### src/rtl/mem_store_ctrl.sv
// mem_store_ctrl: store-side data SRAM requester with lane mapping, stall, misalign and timeout flags
module mem_store_ctrl #(
  parameter int MAX_WAIT = 16,
  parameter int CNT_W    = 16
) (
  input  logic             clk,
  input  logic             rst,
  input  logic             st_valid,
  input  logic [1:0]       st_op,
  input  logic [31:0]      st_addr,
  input  logic [31:0]      st_data,
  output logic             data_sram_req,
  output logic [3:0]       data_sram_wen,
  output logic [31:0]      data_sram_addr,
  output logic [31:0]      data_sram_wdata,
  input  logic             data_sram_addr_ok,
  output logic             stall_req,
  output logic             ades,
  output logic [31:0]      bad_vaddr,
  output logic             bus_err,
  output logic [CNT_W-1:0] store_cnt
);
  typedef enum logic {S_IDLE, S_WAIT} state_t;
  state_t           state_q, state_d;
  logic             req_q, req_d, ades_q, ades_d, bus_err_q, bus_err_d;
  logic [3:0]       wen_q, wen_d, wen_new;
  logic [31:0]      addr_q, addr_d, wdata_q, wdata_d, wdata_new, bad_vaddr_q, bad_vaddr_d;
  logic [7:0]       wait_cnt_q, wait_cnt_d;
  logic [CNT_W-1:0] store_cnt_q, store_cnt_d;
  logic [1:0]       a;
  logic             mis, legal, done, tmo, free, acc, drop;
  always_comb begin
    a           = st_addr[1:0];
    mis         = st_valid && ((st_op == 2'b10 && a[0]) || (st_op == 2'b11 && a != 2'b00));
    legal       = st_valid && st_op != 2'b00 && !mis;
    done        = state_q == S_WAIT && data_sram_addr_ok;
    tmo         = state_q == S_WAIT && !data_sram_addr_ok && wait_cnt_q == 8'(MAX_WAIT - 1);
    free        = state_q == S_IDLE || done;
    acc         = legal && free;
    drop        = done || tmo;
    wen_new     = st_op == 2'b01 ? 4'b0001 << a : st_op == 2'b10 ? (a[1] ? 4'b1100 : 4'b0011) : 4'b1111;
    wdata_new   = st_op == 2'b01 ? {4{st_data[7:0]}} : st_op == 2'b10 ? {2{st_data[15:0]}} : st_data;
    state_d     = acc ? S_WAIT : drop ? S_IDLE : state_q;
    req_d       = acc ? 1'b1 : drop ? 1'b0 : req_q;
    wen_d       = acc ? wen_new : drop ? 4'b0 : wen_q;
    addr_d      = acc ? {st_addr[31:2], 2'b00} : drop ? 32'b0 : addr_q;
    wdata_d     = acc ? wdata_new : drop ? 32'b0 : wdata_q;
    wait_cnt_d  = (acc || drop) ? 8'd0 : state_q == S_WAIT ? wait_cnt_q + 8'd1 : wait_cnt_q;
    ades_d      = mis && free;
    bad_vaddr_d = (mis && free) ? st_addr : bad_vaddr_q;
    bus_err_d   = tmo;
    store_cnt_d = store_cnt_q + CNT_W'(done);
  end
  always_ff @(posedge clk) begin
    if (rst) begin
      state_q     <= S_IDLE;
      req_q       <= 1'b0;
      wen_q       <= 4'b0;
      addr_q      <= 32'b0;
      wdata_q     <= 32'b0;
      wait_cnt_q  <= 8'd0;
      ades_q      <= 1'b0;
      bad_vaddr_q <= 32'b0;
      bus_err_q   <= 1'b0;
      store_cnt_q <= '0;
    end else begin
      state_q     <= state_d;
      req_q       <= req_d;
      wen_q       <= wen_d;
      addr_q      <= addr_d;
      wdata_q     <= wdata_d;
      wait_cnt_q  <= wait_cnt_d;
      ades_q      <= ades_d;
      bad_vaddr_q <= bad_vaddr_d;
      bus_err_q   <= bus_err_d;
      store_cnt_q <= store_cnt_d;
    end
  end
  assign data_sram_req   = req_q;
  assign data_sram_wen   = wen_q;
  assign data_sram_addr  = addr_q;
  assign data_sram_wdata = wdata_q;
  assign stall_req       = state_q == S_WAIT && !data_sram_addr_ok;
  assign ades            = ades_q;
  assign bad_vaddr       = bad_vaddr_q;
  assign bus_err         = bus_err_q;
  assign store_cnt       = store_cnt_q;
endmodule

### config.mk
export PLATFORM = sky130hd
export DESIGN_NAME = mem_store_ctrl
export DESIGN_NICKNAME = d
export VERILOG_FILES = /design/src/rtl/mem_store_ctrl.sv
export SDC_FILE = /design/constraint.sdc
export NUM_CORES = 1
export LEC_CHECK = 0
export ABC_AREA = 0
export BUFFER_PORTS_ARGS = -buffer_cell sky130_fd_sc_hd__clkbuf_2
export CORE_UTILIZATION = 49
export CTS_CLUSTER_SIZE = 20
export DETAILED_ROUTE_END_ITERATION = 7
export PLACE_DENSITY_LB_ADDON = 0.1
export SYNTH_ARGS = -nofsm -noshare
export SYNTH_HDL_FRONTEND = slang
export SYNTH_SLANG_ARGS = --single-unit
### constraint.sdc
create_clock -name clk -period 2.3 [get_ports clk]
set_input_delay 0.46 -clock clk [delete_from_list [all_inputs] [get_ports clk]]
set_output_delay 0.46 -clock clk [all_outputs]
set_load 0.02 [all_outputs]
# Yosys cells after proc, flatten, opt, wreduce, memory -nomap -nowiden
# Cells that the tools add are included.
[totals]
ff_bits = 125
input_bits = 70
output_inout_bits = 120
[classes]
add_sub_neg = 2
n_eq_ne = 4
shifts = 1
mux = 13
bitwise = 1
n_reduce_logical = 20
[op_table]
columns = ["op", "n"]
rows = [
  ["32-bit two-way mux", 6],
  ["4-bit two-way mux", 5],
  ["16-bit by 1-bit adder with 16-bit output", 1],
  ["1-bit logical AND", 10],
  ["8-bit by 1-bit adder with 8-bit output, second input constant", 1],
  ["8-bit by 4-bit equality test with 1-bit output, second input constant", 1],
  ["2-bit nonzero test", 3],
  ["2-bit equality test, second input constant", 2],
  ["1-bit logical OR", 4],
  ["1-bit by 2-bit << shifter with 4-bit output, first input constant", 1],
  ["2-bit by 1-bit equality test with 1-bit output, second input constant", 1],
  ["1-bit logical NOT", 2],
  ["1-bit two-way mux", 2],
  ["2-bit OR reduction", 1],
  ["1-bit NOT", 1],
]

# Longest topological paths before layout
# Gate-level depths: netlist (run 1).
[depth]
ltp_word = 9
mapped_depth = 9
depth_no_buf = 7

# Worst setup path before layout (run 1)
# No wires, ideal clock.
[synth_path]
path_kind = "register to register"
start = "register state_q"
end = "register store_cnt_q[14] (netlist: store_cnt[14])"
setup_time_ns = 0.128
t_arrival_ns = 2.061
setup_slack_ns = 0.111
path_stages_with_launch = 10
synth_period_minus_slack_ns = 2.189
path_cell_list = "dfxtp_1 > buf_2 > and2_1 > clkbuf_1 > ha_1 > ha_1 > nand2_1 > nor4_1 > xnor2_1 > nor2_1"
[synth_between]
elab_chain_len = 2
[synth_rtl]
columns = ["item", "line", "rtl"]
rows = [
  ["from (decl)", "24", "state_t state_q, state_d;"],
  ["from (signal assigned)", "67", "state_q <= state_d;"],
  ["1-bit logical AND", "36", "done = state_q == S_WAIT && data_sram_addr_ok;"],
  ["16-bit by 1-bit adder with 16-bit output", "52", "store_cnt_d = store_cnt_q + CNT_W'(done);"],
  ["to (signal assigned)", "76", "store_cnt_q <= store_cnt_d;"],
  ["to (decl)", "29", "logic [CNT_W-1:0] store_cnt_q, store_cnt_d;"],
]
# Every way passes these cells.
# A chain may end at the register's enable or synchronous reset.

# Final worst setup path (run 1)
[layout_path]
start = "register wait_cnt_q[0]"
end = "register wdata_q[5] (netlist: data_sram_wdata[5])"
[layout_between]
elab_chain_len = 4
[layout_rtl]
columns = ["item", "line", "rtl"]
rows = [
  ["from (decl)", "28", "logic [7:0] wait_cnt_q, wait_cnt_d;"],
  ["from (signal assigned)", "72", "wait_cnt_q <= wait_cnt_d;"],
  ["8-bit by 4-bit equality test with 1-bit output", "37", "tmo = state_q == S_WAIT && !data_sram_addr_ok && wait_cnt_q == 8'(MAX_WAIT - 1);"],
  ["1-bit logical AND", "37", ""],
  ["1-bit logical OR", "40", "drop = done || tmo;"],
  ["2-bit nonzero test (no source line)", "--", ""],
  ["to (signal assigned)", "71", "wdata_q <= wdata_d;"],
  ["to (decl)", "27", "logic [31:0] addr_q, addr_d, wdata_q, wdata_d, wdata_new, bad_vaddr_q, bad_vaddr_d;"],
]
# Every way passes these cells.

==> results_dict.tcl, run 1 <==
set metrics [dict create \
    maxSlewHeadroom_pct 44.8 \
    die_area_mm2 0.0105 \
    seq_area_frac_synth_pct 50.8 \
    postCtsHoldBufs 0 \
    ys_dominant_reg_cell "dfxtp_1" \
    clock-sinks 125 \
    end_kind "register" \
    grt_overflow 0 \
    final_antenna_net_count 0 \
    row_count 36 \
    fmax_mhz 478 \
    critPathTopFamily "simple AND/OR/NAND/NOR gates" \
    tritoncts "built" \
    drt-total-wl_um 12400 \
    grt_max_degree 52 \
    arrival_ns 2.55 \
    port_buffers 187 \
    timing.hold.ws_ns 0.171 \
    start_util_pct 50.4 \
    grtUsageTotal_pct 23.7 \
    cpPeakStageDelay_ns 0.58 \
    cts_setup_buffers 0 \
    dp_hpwl_um 8580 \
    grt_pass1_vias 3862 \
    pwr_density_cell_mw_per_mm2 856 \
    yosysWarnings 0 \
    die_width_um 102 \
    wl_per_cell_um 15.1 \
    grt_pass1_wl_um 18900 \
    cts_inserted_buffers 17 \
    grt_setup_unrepaired "no" \
    cts_max_level 4 \
    finalSetupViolations 0 \
    nets 748 \
    cp_num_buf_inv 1 \
    hold_viol 0 \
    antenna_found_initial 0 \
    crit_chain "ha_1 -> nand4_1 -> o31ai_4 -> nor3_4 -> buf_4 -> a22o_1" \
    async_flop_share_pct 0 \
    fin_worst_skew_ns 0.00856 \
    status "finished clean" \
    syn_area_mm2 0.00492 \
    worstMarginPinSlew_ns 0.828 \
    dr.pass1.iters 4 \
    vias_per_cell 5.30 \
    core_mm2 0.00977 \
    postSynthCellCount 490 \
    syn_area_per_cell_um2 10.0 \
    crit_path_start_kind "register" \
    nFillCells 846 \
    p_leak_nw 2.93 \
    required_ns 2.75 \
    clkLatencyLatePin_ns 0.52 \
    period_share_pct 91.0 \
    setup-tns-final_ns 0 \
    drc 0 \
    cts_resized 0 \
    antennaDiodeCount 0 \
    ys_ff_latch 125 \
    cts_buffer_depth 2 \
    root_buffer "clkbuf_8" \
    drtIter0Drc 132 \
    drive_above_1_share_pct 35.9 \
    crit_type "reg -> reg" \
    yosysUniqueCellTypes 40 \
    place.gp.congestion 0.844 \
    cts.reportedPaths.clkPinSlew_ns 0.05 \
    ios 190 \
    synth_edf_count 0 \
    slowest_stage "nor3_4" \
    finalCriticalPeriod_ns 2.09 \
    area_delta_synth_final_pct 32.8 \
    maxCapViolCount 0 \
    drv_slew 0 \
    ir_drop_mv 0.395 \
    path_max_fanout 22 \
    route.vias.total 4338 \
    hp-class "in -> reg" \
    die_y_um 102 \
]
final timing paths:
check	start	end	slack (ns)	cells after the start
max	wait_cnt_q[0]$_SDFFE_PP0P_	data_sram_wdata[5]$_SDFFE_PP0P_	0.21	6
min	st_addr[14]	data_sram_addr[14]$_SDFFE_PP0P_	0.17	2
max reg2reg	wait_cnt_q[0]$_SDFFE_PP0P_	data_sram_wdata[5]$_SDFFE_PP0P_	0.21	6
min reg2reg	bad_vaddr[17]$_SDFFE_PP0P_	bad_vaddr[17]$_SDFFE_PP0P_	0.45	2
state kept, by name, indices dropped and copies added, names as in the netlist:
signal           cells
store_cnt           16
data_sram_wdata     32
bus_err              1
wait_cnt_q           8
state_q              1
data_sram_wen        4
data_sram_addr      30
bad_vaddr           32
ades                 1
stage by stage:
step                cells  area (um2)  utilization (%)  power, W  worst slack [ns]
finish                818        6540             66.9   0.00559             0.208
global route          818        6540             66.9   0.00580            0.0327
CTS                   818        6540             66.9   0.00564             0.175
detailed placement    789        5950             60.9   0.00300            0.0668
global placement      789        5950             60.9   0.00298             0.110
floorplan             491        4930                -   0.00276             0.111
power breakdown:
part | total [W] | leakage (nW) | switching (W) | internal, W
sequential | 0.00232 | 1.02 | 0.0000564 | 0.00226
combinational | 0.000632 | 1.63 | 0.000392 | 0.000240
clock | 0.00264 | 0.282 | 0.000896 | 0.00175
Yosys cell counts, types with 2 or more instances:
library cell / instances / area, um2
nor2_1: 20 / 75.1
nand4_1: 8 / 50.1
nand2_1: 72 / 270
nor3_1: 5 / 25.0
xor2_1: 9 / 78.8
o2bb2ai_1: 7 / 61.3
ha_1: 3 / 37.5
xnor2_1: 12 / 105
dfxtp_1: 125 / 2500
nor2b_1: 13 / 81.3
or3_1: 2 / 12.5
o2bb2ai_2: 10 / 150
o21ai_0: 4 / 20.0
buf_4: 2 / 15.0
buf_1: 3 / 11.3
a211oi_1: 8 / 60.1
a21oi_1: 43 / 215
mux2i_1: 25 / 250
inv_1: 5 / 18.8
buf_2: 12 / 60.1
and2_1: 4 / 25.0
a21o_1: 2 / 15.0
a22o_1: 48 / 420
clkbuf_1: 15 / 56.3
nand3_1: 6 / 30.0
nor4_1: 9 / 56.3
buf_6: 5 / 56.3
routing by layer:
metal  global-route usage (%)  part of all wire, %  up-vias
met2                     36.0                   45      176
met5                        0                    0        -
met1                     29.7                   44     2013
met3                     8.28                  7.2       33
li1                         -                    -     2116
met4                     12.6                  3.3        0
cells in the final DEF, fill, tap and decap left out, types with 2 or more instances in the layout:
master,n
clkbuf_16,16
mux2i_1,25
o21ai_0,4
clkinvlp_4,2
nor2b_1,13
clkbuf_2,187
clkbuf_1,2
nor2_1,20
xor2_1,9
a21o_1,2
or3_1,2
nand4_1,8
o2bb2ai_1,7
inv_1,5
ha_1,3
nand2_1,72
xnor2_1,12
a21oi_1,43
a211oi_1,8
nand3_1,6
o2bb2ai_2,10
bufinv_16,3
nor3_1,5
dfxtp_1,125
and2_1,4
clkbuf_8,5
a22o_1,48
buf_4,15
nor4_1,9
conb_1,2
logic make-up after synthesis:
family,share of synthesized area (%)
compound gates,20.7
xor+xnor,3.74
fa+ha+maj,0.763
buf+inv,4.83
flops,50.8
mux,5.31
other cells,0.0762
simple gates,13.7
final cells by class:
class                   count  area, um2  share of cell area [%]
well taps                 133        166                    2.55
inverters                   5       18.8                   0.287
clock inverters             6        110                    1.68
multi-input cells         323       2190                    33.6
clock buffers              23        477                    7.29
flip-flops and latches    125       2500                    38.3
repair buffers            203       1070                    16.3
Power figures use the tool's default switching activity.
==> run 2, diff against run 1 <==
Settings changed: CORE_UTILIZATION 49 to 35.
==> run 2 against run 1 <==
  * Final cell count grew 5.5%
  * Design area up 0.40%
  * Critical path depth is 1 lower
  * Count of clock-buffer cells in the layout increased by 3
  * Total power decreased by 1.9%
  * Utilization decreased by 18 points
==> results_dict.tcl, run 2 (synthesis results as in run 1) <==
set metrics [dict create \
    pwr_density_cell_mw_per_mm2 836 \
    maxCapViolCount 0 \
    tritoncts "built" \
    worstRegToRegCells 5 \
    critPathTopFamily "simple AND/OR/NAND/NOR gates" \
    die_y_um 121 \
    drc 0 \
    crit_path_start_kind "register" \
    seqCellArea_mm2 0.00250 \
    finalSetupViolations 0 \
    area_delta_synth_final_pct 33.3 \
    required_ns 2.61 \
    pre_cts_slack_ns 0.179 \
    row_count 42 \
    dp_hpwl_um 9410 \
    cp_num_buf_inv 1 \
    cts_setup_buffers 0 \
    nets 747 \
    grt_overflow 0 \
    setup-tns-final_ns 0 \
    power_switching_w 0.00136 \
    grt_pass1_wl_um 20800 \
    end_kind "register" \
    grt_use_met3_pct 7.31 \
    maxSlewHeadroom_pct 48.1 \
    grt_setup_unrepaired "no" \
    grt_max_degree 70 \
    use_met1_pct 23.9 \
    fmax_mhz 497 \
    drv_slew 0 \
    drtIter0Drc 201 \
    p_seq_share_pct 42.3 \
    grtUsageTotal_pct 18.8 \
    arrival_ns 2.32 \
    clock-sinks 125 \
    status "finished clean" \
    place.gp.congestion 0.762 \
    ios 190 \
    crit_type "reg -> reg" \
    start_util_pct 36.6 \
    cpPeakStageDelay_ns 0.56 \
    setup_ws_ns 0.288 \
    grt_pass1_vias 4041 \
    final_antenna_net_count 0 \
    hp-class "in -> reg" \
    postCtsHoldBufs 0 \
    slowest_stage "or4_4" \
    crit_chain "or4_4 -> o31ai_4 -> nor3_4 -> buf_12 -> a22o_1" \
    path_max_fanout 69 \
    p_int_w 0.00412 \
    fin_worst_skew_ns 0.00861 \
    cts_inserted_buffers 17 \
    finalCriticalPeriod_ns 2.01 \
    core_mm2 0.0135 \
    netSwitchingFraction_pct 24.9 \
    wl_per_cell_um 15.4 \
    antenna_found_initial 0 \
    vias_per_cell 4.89 \
    die_width_um 121 \
    p_leak_nw 2.93 \
    layout_common_cells "clkbuf_2 (187), dfxtp_1 (125), nand2_1 (72)" \
    drive_above_1_share_pct 35.8 \
    combPwrFrac_pct 11.6 \
    ir_drop_mv 0.453 \
    hold_depth 2 \
    timing.hold.ws_ns 0.269 \
    gr-usage-met2_pct 27.9 \
    nFillCells 1309 \
    period_share_pct 87.5 \
    cts_max_level 4 \
    route.vias.total 4219 \
    die_area_mm2 0.0145 \
    clkLatencyLatePin_ns 0.42 \
    worstMarginPinSlew_ns 0.779 \
    path_depth 5 \
    p_clk_share_pct 46.1 \
    grt-busiest-layer "met2" \
    port_buffers 187 \
    antennaDiodeCount 0 \
    drt-total-wl_um 13300 \
    cts.reportedPaths.clkPinSlew_ns 0.05 \
    final_common_cell "clkbuf_2" \
    hold_viol 0 \
    dr.pass1.iters 4 \
    cts_buffer_depth 2 \
    multi_input_comb_area_mm2 0.00219 \
    cts_resized 0 \
    root_buffer "clkbuf_16" \
]
==> run 2: cell count changes in the layout (fill, tap and decap cells not counted) <==
cell,previous run,this run
buf_4,15,14
bufinv_16,3,1
clkbuf_1,2,4
clkbuf_16,16,17
clkinv_2,1,4
clkinvlp_4,2,1
==> run 2: cell type report <==
class	count	area share, %
Timing Repair Buffer	202	16.2
Clock buffer	26	7.76
Tap cell	176	3.36
Sequential cell	125	38.1
Clock inverter	6	0.877
Inverter	5	0.286
Multi-Input combinational cell	323	33.4
==> run 2: per-layer routing <==
| metal | share of wire, % | wire length [um] | vias up |
|---|---|---|---|
| li1 | - | - | 2122 |
| met1 | 46 | 6120 | 1920 |
| met2 | 44 | 5800 | 156 |
| met3 | 8.4 | 1110 | 21 |
| met4 | 2.0 | 265 | 0 |
| met5 | 0 | 0 | - |
==> run 2: final timing paths <==
kind                                      to  slack, ns                  startpoint
min reg2reg        bad_vaddr[7]$_SDFFE_PP0P_       0.45   bad_vaddr[7]$_SDFFE_PP0P_
min          data_sram_addr[16]$_SDFFE_PP0P_       0.27                 st_addr[16]
max reg2reg  data_sram_addr[18]$_SDFFE_PP0P_       0.29  wait_cnt_q[4]$_SDFFE_PP0P_
max          data_sram_addr[18]$_SDFFE_PP0P_       0.29  wait_cnt_q[4]$_SDFFE_PP0P_
==> run 2: metrics by stage <==
step / instance area, um2 / total power (W) / utilization, % / cells
after global placement: 6000 / 0.00300 / 44.6 / 831
after detailed placement: 6000 / 0.00300 / 44.6 / 831
after CTS: 6560 / 0.00556 / 48.8 / 863
final: 6560 / 0.00549 / 48.8 / 863
after global routing: 6560 / 0.00570 / 48.8 / 863
after floorplan: 4930 / 0.00276 / - / 491
==> run 2: power groups by stage <==
stage | clock network [W] | logic (W) | registers, W
after detailed placement | 0 | 0.000641 | 0.00236
after CTS | 0.00259 | 0.000643 | 0.00232
final | 0.00253 | 0.000636 | 0.00232
after global routing | 0.00268 | 0.000690 | 0.00233
after floorplan | 0 | 0.000293 | 0.00247
after global placement | 0 | 0.000636 | 0.00236
==> run 3, diff against run 2 <==
Settings changed: PLACE_DENSITY_LB_ADDON 0.1 to 0.05.
==> run 3 against run 2 <==
  * Combinational power up 0.9%
  * Clock skew up 0.0021 ns
  * Non-clock buffer count up 4
  * Sequential cell count unchanged
  * First-iteration DRC count up 15%
  * Via count up 0.64%
  * Utilization up 0.47 points
  * Highest routed layer unchanged
  * Sequential power about the same
==> results_dict.tcl, run 3 (synthesis results as in run 1) <==
set metrics [dict create \
    vias_per_cell 4.90 \
    p_clk_share_pct 47.6 \
    grt_max_degree 52 \
    ios 190 \
    netSwitchingFraction_pct 24.3 \
    port_buffers 187 \
    reg2reg_from "state_q$_SDFFE_PP0P_" \
    grtUsageTotal_pct 19.0 \
    tritoncts "built" \
    die_width_um 121 \
    drive_above_1_share_pct 36.2 \
    p_leak_nw 2.96 \
    fin_util_pct 49.3 \
    ir_drop_mv 0.485 \
    antennaDiodeCount 0 \
    clock-sinks 125 \
    crit_type "reg -> reg" \
    cts_buffer_depth 2 \
    row_count 42 \
    path_max_fanout 9 \
    drv_slew 0 \
    drt-total-wl_um 13200 \
    nets 751 \
    root_buffer "clkbuf_16" \
    dp.cells 835 \
    drc 0 \
    worstMarginPinSlew_ns 0.901 \
    core_mm2 0.0135 \
    finalSetupViolations 0 \
    r2r_slack_ns 0.23 \
    pre_cts_slack_ns 0.114 \
    grt_setup_unrepaired "no" \
    start_util_pct 36.6 \
    area_delta_synth_final_pct 34.6 \
    final_common_cell "clkbuf_2" \
    cts_inserted_buffers 17 \
    p_seq_share_pct 41.1 \
    maxSlewHeadroom_pct 40.0 \
    power_switching_w 0.00137 \
    wl_per_cell_um 15.3 \
    cts_max_level 4 \
    finalCriticalPeriod_ns 2.07 \
    hp-class "in -> reg" \
    grt_pass1_wl_um 21100 \
    end_kind "register" \
    worstRegToRegCells 7 \
    status "finished clean" \
    reg2reg_to "store_cnt[14]$_SDFF_PP0_" \
    drtIter0Drc 231 \
    period_share_pct 90.2 \
    cts_setup_buffers 0 \
    dp_hpwl_um 9350 \
    die_y_um 121 \
    route.vias.total 4246 \
    hold_viol 0 \
    required_ns 2.58 \
    arrival_ns 2.35 \
    place.gp.congestion 0.772 \
    cts.reportedPaths.clkPinSlew_ns 0.06 \
    pwr_density_cell_mw_per_mm2 853 \
    fin_worst_skew_ns 0.0108 \
    clkLatencyLatePin_ns 0.41 \
    fmax_mhz 482 \
    cts_resized 0 \
    combPwrFrac_pct 11.4 \
    maxCapViolCount 0 \
    p_total_w 0.00565 \
    endpoint "store_cnt[14]$_SDFF_PP0_" \
    crit_path_start_kind "register" \
    layout_common_cells "clkbuf_2 (187), dfxtp_1 (125), nand2_1 (72)" \
    antenna_found_initial 0 \
    setup_ws_ns 0.225 \
    grt_overflow 0 \
    grt_pass1_vias 4061 \
    p_int_w 0.00427 \
    setup-tns-final_ns 0 \
    postCtsHoldBufs 0 \
    dr.pass1.iters 4 \
    instances_no_fill 867 \
    final_antenna_net_count 0 \
    die_area_mm2 0.0145 \
    crit_start "state_q$_SDFFE_PP0P_" \
]
[run 3: changes by cell type in the layout (fill, tap and decap cells not counted), sizes merged]
cell    change
buf         +4
bufinv      +1
clkbuf      +1
clkinv      -2
[run 3: per-stage QoR]
| stage | hold WS, ns | area, um2 |
|---|---|---|
| floorplan | 0.516 | 4930 |
| global placement | 0.441 | 6030 |
| detailed placement | 0.449 | 6030 |
| CTS | 0.258 | 6630 |
| global route | 0.264 | 6630 |
| finish | 0.277 | 6630 |
[run 3: power groups by stage]
| stage | clock, W | sequential [W] | combinational [W] |
|---|---|---|---|
| floorplan | 0 | 0.00247 | 0.000293 |
| global placement | 0 | 0.00236 | 0.000645 |
| detailed placement | 0 | 0.00236 | 0.000652 |
| CTS | 0.00275 | 0.00232 | 0.000653 |
| global route | 0.00286 | 0.00233 | 0.000700 |
| finish | 0.00269 | 0.00232 | 0.000642 |
[run 3: layout make-up]
type	count	area (um2)
Clock inverter	5	77.6
Sequential cell	125	2500
Inverter	5	18.8
Timing Repair Buffer	206	1090
Fill cell	1347	6830
Multi-Input combinational cell	323	2190
Clock buffer	27	523
Tap cell	176	220
[run 3: layer usage]
layer  global-route usage (%)  up-vias  routed length [um]  share of wire [%]
li1                         -     2125                   -                  -
met1                     23.6     1945                5980                 45
met2                     29.5      157                5960                 45
met3                     6.84       19                1060                8.0
met4                     8.02        0                 225                1.7
met5                        0        -                   0                  0
[run 3: worst min path at each step]
stage	from	end	slack, ns	depth (start not counted)
global placement	bad_vaddr[18]$_SDFFE_PP0P_	bad_vaddr[18]$_SDFFE_PP0P_	0.44	2
CTS	st_addr[24]	data_sram_addr[24]$_SDFFE_PP0P_	0.26	2
global route	st_addr[13]	data_sram_addr[13]$_SDFFE_PP0P_	0.26	2
floorplan	wait_cnt_q[1]$_SDFFE_PP0P_	wait_cnt_q[1]$_SDFFE_PP0P_	0.52	2
finish	st_addr[18]	data_sram_addr[18]$_SDFFE_PP0P_	0.28	2
detailed placement	bad_vaddr[18]$_SDFFE_PP0P_	bad_vaddr[18]$_SDFFE_PP0P_	0.45	2
[run 3: worst max-delay path, cell delays in order (launching register included)]
cell and delay (ns):
dfxtp_1 0.52, and2_1 0.28, ha_1 0.20, ha_1 0.21, nand2_1 0.16, nor4_1 0.37, xnor2_1 0.16, nor2_1 0.05
